`src/rtl/sram_port_arbiter.sv`:
```
// Two-port (instruction/data) front end for one single-port synchronous SRAM with 1-cycle read latency.
// Grants are combinational from requests and FSM state; read data returns one cycle after grant with per-port hold.
module sram_port_arbiter #(
  parameter int unsigned MAX_DATA_STREAK = 4  // legal range 1..15
) (
  input  logic        clk,
  input  logic        rst,

  input  logic        inst_req,
  input  logic [31:0] inst_addr,
  output logic        inst_gnt,
  output logic        inst_rvalid,
  output logic [31:0] inst_rdata,

  input  logic        data_req,
  input  logic [3:0]  data_wen,
  input  logic [31:0] data_addr,
  input  logic [31:0] data_wdata,
  output logic        data_gnt,
  output logic        data_rvalid,
  output logic [31:0] data_rdata,

  output logic        ram_en,
  output logic [3:0]  ram_wen,
  output logic [31:0] ram_addr,
  output logic [31:0] ram_wdata,
  input  logic [31:0] ram_rdata
);

  typedef enum logic [0:0] {
    DATA_PRI = 1'b0,
    INST_PRI = 1'b1
  } state_e;

  localparam logic [3:0] MAX_STREAK = 4'(MAX_DATA_STREAK);

  state_e      state_q, state_d;
  logic [3:0]  streak_q, streak_d;
  logic        inst_rd_q, inst_rd_d;
  logic        data_rd_q, data_rd_d;
  logic [31:0] inst_hold_q, data_hold_q;

  // Grant selection: the FSM only decides who wins when both ports ask.
  always_comb begin
    inst_gnt = 1'b0;
    data_gnt = 1'b0;
    if (!rst) begin
      case (state_q)
        DATA_PRI: begin
          if (data_req)      data_gnt = 1'b1;
          else if (inst_req) inst_gnt = 1'b1;
        end
        INST_PRI: begin
          if (inst_req)      inst_gnt = 1'b1;
          else if (data_req) data_gnt = 1'b1;
        end
        default: begin
          inst_gnt = 1'b0;
          data_gnt = 1'b0;
        end
      endcase
    end
  end

  always_comb begin
    ram_en    = inst_gnt | data_gnt;
    ram_addr  = data_gnt ? data_addr : inst_addr;
    ram_wen   = data_gnt ? data_wen : 4'b0000;
    ram_wdata = data_wdata;
  end

  // Streak counts data wins while an instruction fetch is left waiting.
  always_comb begin
    streak_d = streak_q;
    state_d  = state_q;
    if (inst_gnt || !inst_req) begin
      streak_d = 4'd0;
    end else if (data_gnt && (streak_q != 4'hF)) begin
      streak_d = streak_q + 4'd1;
    end

    case (state_q)
      DATA_PRI: if (streak_d == MAX_STREAK) state_d = INST_PRI;
      INST_PRI: if (inst_gnt || !inst_req) state_d = DATA_PRI;
      default:  state_d = DATA_PRI;
    endcase
  end

  always_comb begin
    inst_rd_d = inst_gnt;
    data_rd_d = data_gnt && (data_wen == 4'b0000);
  end

  always_ff @(posedge clk) begin
    if (rst) begin
      state_q     <= DATA_PRI;
      streak_q    <= 4'd0;
      inst_rd_q   <= 1'b0;
      data_rd_q   <= 1'b0;
      inst_hold_q <= 32'd0;
      data_hold_q <= 32'd0;
    end else begin
      state_q   <= state_d;
      streak_q  <= streak_d;
      inst_rd_q <= inst_rd_d;
      data_rd_q <= data_rd_d;
      if (inst_rd_q) inst_hold_q <= ram_rdata;
      if (data_rd_q) data_hold_q <= ram_rdata;
    end
  end

  // A read granted just before reset must not surface while reset is held.
  always_comb begin
    inst_rvalid = inst_rd_q & ~rst;
    data_rvalid = data_rd_q & ~rst;
    inst_rdata  = inst_rvalid ? ram_rdata : inst_hold_q;
    data_rdata  = data_rvalid ? ram_rdata : data_hold_q;
  end

endmodule

```
`config.mk`:
```
export PLATFORM = sky130hd
export DESIGN_NAME = sram_port_arbiter
export DESIGN_NICKNAME = d
export VERILOG_FILES = /design/src/rtl/sram_port_arbiter.sv
export SDC_FILE = /design/constraint.sdc
export NUM_CORES = 1
export LEC_CHECK = 0
export ABC_AREA = 1
export CORE_AREA = 2 2 106 108
export DETAILED_ROUTE_END_ITERATION = 12
export DIE_AREA = 0 0 108 110
export GPL_ROUTABILITY_DRIVEN = 0
export PLACE_DENSITY_LB_ADDON = 0.3
export SLEW_MARGIN = 15
export SYNTH_ARGS = -nofsm -noshare
export SYNTH_HDL_FRONTEND = slang
export SYNTH_SLANG_ARGS = --single-unit
```
`constraint.sdc`:
```
create_clock -name clk -period 4.2 [get_ports clk]
set_clock_uncertainty 0.15 [all_clocks]
set_input_delay 1.05 -clock clk [delete_from_list [all_inputs] [get_ports clk]]
set_output_delay 1.05 -clock clk [all_outputs]
set_load 0.03 [all_outputs]
```
* Word level (Yosys, flattened, before mapping)
Index checks and enable logic that the tools add are counted.
** Storage, ports and cells
- Flip-flop bits (word level) :: 71
- Bits of input ports :: 136
** Cells by class
- Add/sub/neg operators :: 1
- Equal/unequal tests :: 2
- Mux-type cells :: 17
- Bitwise gates (word level) :: 5
- Reductions and logical operators :: 5
** Operators with widths (count)
- 32-bit two-way mux :: 3
- 4-bit two-way mux :: 3
- 1-bit two-way mux :: 8
- 1-bit one-hot mux with 2 select lines :: 3
- 4-bit by 1-bit adder with 4-bit output, second input constant :: 1
- 4-bit by 3-bit == test with 1-bit output, second input constant :: 1
- 4-bit logical NOT :: 1
- 4-bit inequality test, second input constant :: 1
- 1-bit bitwise AND :: 2
- 1-bit logical AND :: 2
- 1-bit inverter :: 2
- 1-bit logical NOT :: 1
- 1-bit logical OR :: 1
- 1-bit OR :: 1

* Longest topological paths before layout
- Depth in word-level cells :: 10
- Depth in mapped cells :: 9
- Gate-level depth less buffers :: 9

* Worst setup path after synthesis
Ideal clock, no wire load.
- Path kind :: input -> output
- From :: input rst
- To :: output data_rdata[21]
- Arrival :: 2300 ps
- Setup slack :: 700 ps
- Stages :: 5
- Buffers on the path :: 3
- Cells stage by stage :: buf_6 -> nor2_1 -> buf_2 -> buf_2 -> o21ai_0
** Between the ends
- Longest elaborated chain between the ends :: 3
** Ends and longest elaborated chain
- start: declaration :: line 7 : input logic rst,
- 1-bit inverter :: line 115 : data_rvalid = data_rd_q & ~rst;
- 1-bit bitwise AND :: line 115
- named net data_rvalid :: line 20 : output logic data_rvalid,
- 32-bit two-way mux :: line 117 : data_rdata = data_rvalid ? ram_rdata : data_hold_q;
- end: declaration :: line 21 : output logic [31:0] data_rdata,
The timed path passes the listed nets, and every way through them passes these cells.

* Worst setup path after layout
- From :: input rst
- To :: output ram_addr[17]
** Between the ends
- Longest elaborated chain between the ends :: 2
** Ends and longest elaborated chain
- 1-bit two-way mux :: line 47 : if (!rst) begin
- 32-bit two-way mux :: line 67 : ram_addr = data_gnt ? data_addr : inst_addr;
- end: declaration :: line 25 : output logic [31:0] ram_addr,
No other way between the ends.

==> metrics.md <==
| Metric | Value |
|---|---|
| Biggest cell delay along the critical path | 0.60 ns |
| Crit Path Class | in -> out |
| First-pass GRT wire length | 16900 um |
| Logic pwr share | 0.239 |
| Vias | 3977 |
| GR Util met3 | 0.0694 |
| Synthesis-to-layout area growth | 58.7% |
| Filler instances | 1011 |
| Crit path buffers/inverters | 3 |
| Worst-path clk slew | 0.07 ns |
| Worst Tran Pin Value | 0.582 ns |
| Pwr Density | 294 mW/mm^2 |
| Layout cell share with drive strength beyond 1 | 0.197 |
| WL per Instance | 13.2 um |
| Starting DRC count in detailed routing | 220 |
| Die width | 108 um |
| WL final | 11400 um |
| Clk_lat worst skew | 0.35 ns |
| Met1 Usage GRT | 0.184 |
| GRT overflow | 0 |
| Die area | 0.0119 sq mm |
| Most used cell, CP | nand2_1 |
| Crit path cell chain | clkdlybuf4s50_1 > inv_6 > nand2_4 > nor2_8 > nand2_1 > nand2_1 > buf_12 |
| Post-route setup slack | 0.250 ns |
| Switching Share | 0.277 |
| Vias in the first global route | 3720 |
| # IOs | 273 |
| Worst Setup End Kind | output pin |
| Max Cap Violations | 0 |
| WP data arrival | 2.75 ns |
| Largest net degree at the start of global routing | 44 |
| CTS tree | built |
| Initial antenna violation count | 0 |
| Worst EP required | 3.00 ns |
| Via density per instance | 4.60 |
| Num CTS Buffers | 9 |
| Pint | 1230 uW |
| Port Buffer Count | 208 |
| Row count | 38 |
| Yosys reg bits | 71 |
| Initial Util | 0.342 |
| Core footprint | 0.0107 sq mm |
| Crit-path slowest cell | clkdlybuf4s50_1 |
| Final hold slack | 0.321 ns |
| CP max FO | 35 |
| Hold depth | 2 |
| Rel. slew slack | 0.611 |
| Clock Tree Buf Depth | 2 |
| RSZ-0062 raised after global routing | no |
| Met2 Use GR | 0.336 |
| Fin. Hold Viols | 0 |
| Post-synthesis cell area | 0.00365 sq mm |
| Startpoint types | primary input |
| Total setup buffers inserted after CTS | 0 |
| Total track usage | 0.183 |
| GR peak layer | met2 |
| Setup tns final | 0 ns |
| Sequential Power Share | 0.405 |
| HP Class | reg -> reg |
| DRT Pass-1 Iters | 5 |
| Syn Nets | 686 |
| Fin crit share | 0.940 |
| ANT cells | 0 |
| Max Clock Freq | 253 MHz |
| Post-layout minimum cycle time | 3.95 ns |
| Seq/Total Area, Yosys | 0.389 |
| Cell variety after synth | 24 |
| Pleak | 0.00255 uW |
| # H-tree levels | 3 |
| Synthesized area per cell | 6.66 sq um |
| Critical path's top delay family | buffers and inverters |
| Gate Count Post-Synth | 549 |
| Max VDD drop | 0.132 mV |
| Yosys warns | 0 |
| Status | completed |
| Worst slack, placed | 0.258 ns |
| Cts hold-fix bufs | 0 |
| Switch Pwr | 471 uW |
| DIE HEIGHT | 110 um |
| CTS root buf | clkbuf_8 |
| Nets | 857 |
| Num Clock Sinks | 71 |
| Critical path depth | 7 |
| Worst r2r path cells | 7 |
| Cts repair resizes | 0 |
| DRC viols | 0 |
| DPL Wire Length | 9050 um |
| Final setup fails | 0 |
| Pins Over Slew Limit | 0 |
| Power share of the clock group | 0.355 |
| Layout Utilization | 0.542 |
| Post-DRT Antenna Nets | 0 |
[tightest hold or removal path, cell delays in order (launching register included)]
cell	delay, ns
dfxtp_1	0.30
inv_1	0.05
o21ai_0	0.07
[flip-flops by register name, summed over array words and instances (netlist names)]
name,flops
data_hold_q,32
inst_rd_q,1
inst_hold_q,32
state_q,1
streak_q,4
data_rd_q,1
[logic make-up (layout without fill, tap and decap cells)]
kind of cell / count (synthesis) / count (layout) / synth area share
simple gates: 207 / 207 / 0.233
fa+ha+maj: 1 / 1 / 0.00342
xor+xnor: 1 / 1 / 0.00240
flops: 71 / 71 / 0.389
compound gates: 131 / 131 / 0.184
buf+inv: 138 / 314 / 0.189
[power by group through the flow]
stage          Combinational [uW]  Sequential [uW]  Clock (uW)
2_1_floorplan                 236              705           0
3_3_place_gp                  408              706           0
3_5_place_dp                  410              706           0
4_1_cts                       411              691         623
5_1_grt                       434              692         654
6_report                      408              691         606
[cell type report]
cell class / instances / area, sq um / share of cell area
clock buffer: 11 / 141 / 0.0244
clock inverter: 5 / 81.3 / 0.0140
inverter: 79 / 302 / 0.0520
multi-input combinational: 340 / 1560 / 0.269
sequential: 71 / 1420 / 0.245
tap: 140 / 175 / 0.0302
timing repair buffer: 219 / 2120 / 0.365
[synthesized netlist by cell type (all sizes together)]
cell,count,share of area
a21oi,1,0.0045
and3,2,0.0034
buf,50,0.097
clkbuf,9,0.0092
dfxtp,71,0.39
ha,1,0.0034
inv,79,0.083
nand2,177,0.18
nand3,10,0.020
nand4,1,0.0017
nor2,16,0.023
nor3,1,0.0014
o21ai,130,0.18
xnor2,1,0.0024
[routing by layer]
metal	part of all wire	up-vias	routed length (um)
li1	-	2014	-
met1	0.37	1765	4240
met2	0.50	179	5710
met3	0.098	19	1120
met4	0.030	0	346
met5	0	-	0
[metrics by stage]
| stage | power [uW] | cells | area, sq um |
|---|---|---|---|
| finish | 1700 | 865 | 5800 |
| global route | 1780 | 865 | 5800 |
| CTS | 1730 | 865 | 5800 |
| detailed placement | 1120 | 849 | 5580 |
| global placement | 1110 | 849 | 5580 |
| floorplan | 941 | 549 | 3650 |
[final timing paths]
check / start / end / slack (ns)
setup / recovery: rst / ram_addr[17] / 0.25
hold / removal: inst_hold_q[1] / inst_hold_q[1] / 0.32
setup reg to reg: state_q / state_q / 2.59
hold reg to reg: inst_hold_q[1] / inst_hold_q[1] / 0.32
[cells in the final DEF, fill, tap and decap left out, drive strengths merged]
master and n:
clkdlybuf4s50 105, clkinvlp 1, buf 114, and3 2, clkinv 2, nor3 1
a21oi 1, nand3 10, ha 1, dfxtp 71, xnor2 1, o21ai 130
nor2 16, inv 79, clkbuf 11, bufinv 2, nand4 1, nand2 177
Note: power is estimated with default switching activity, not from simulation.
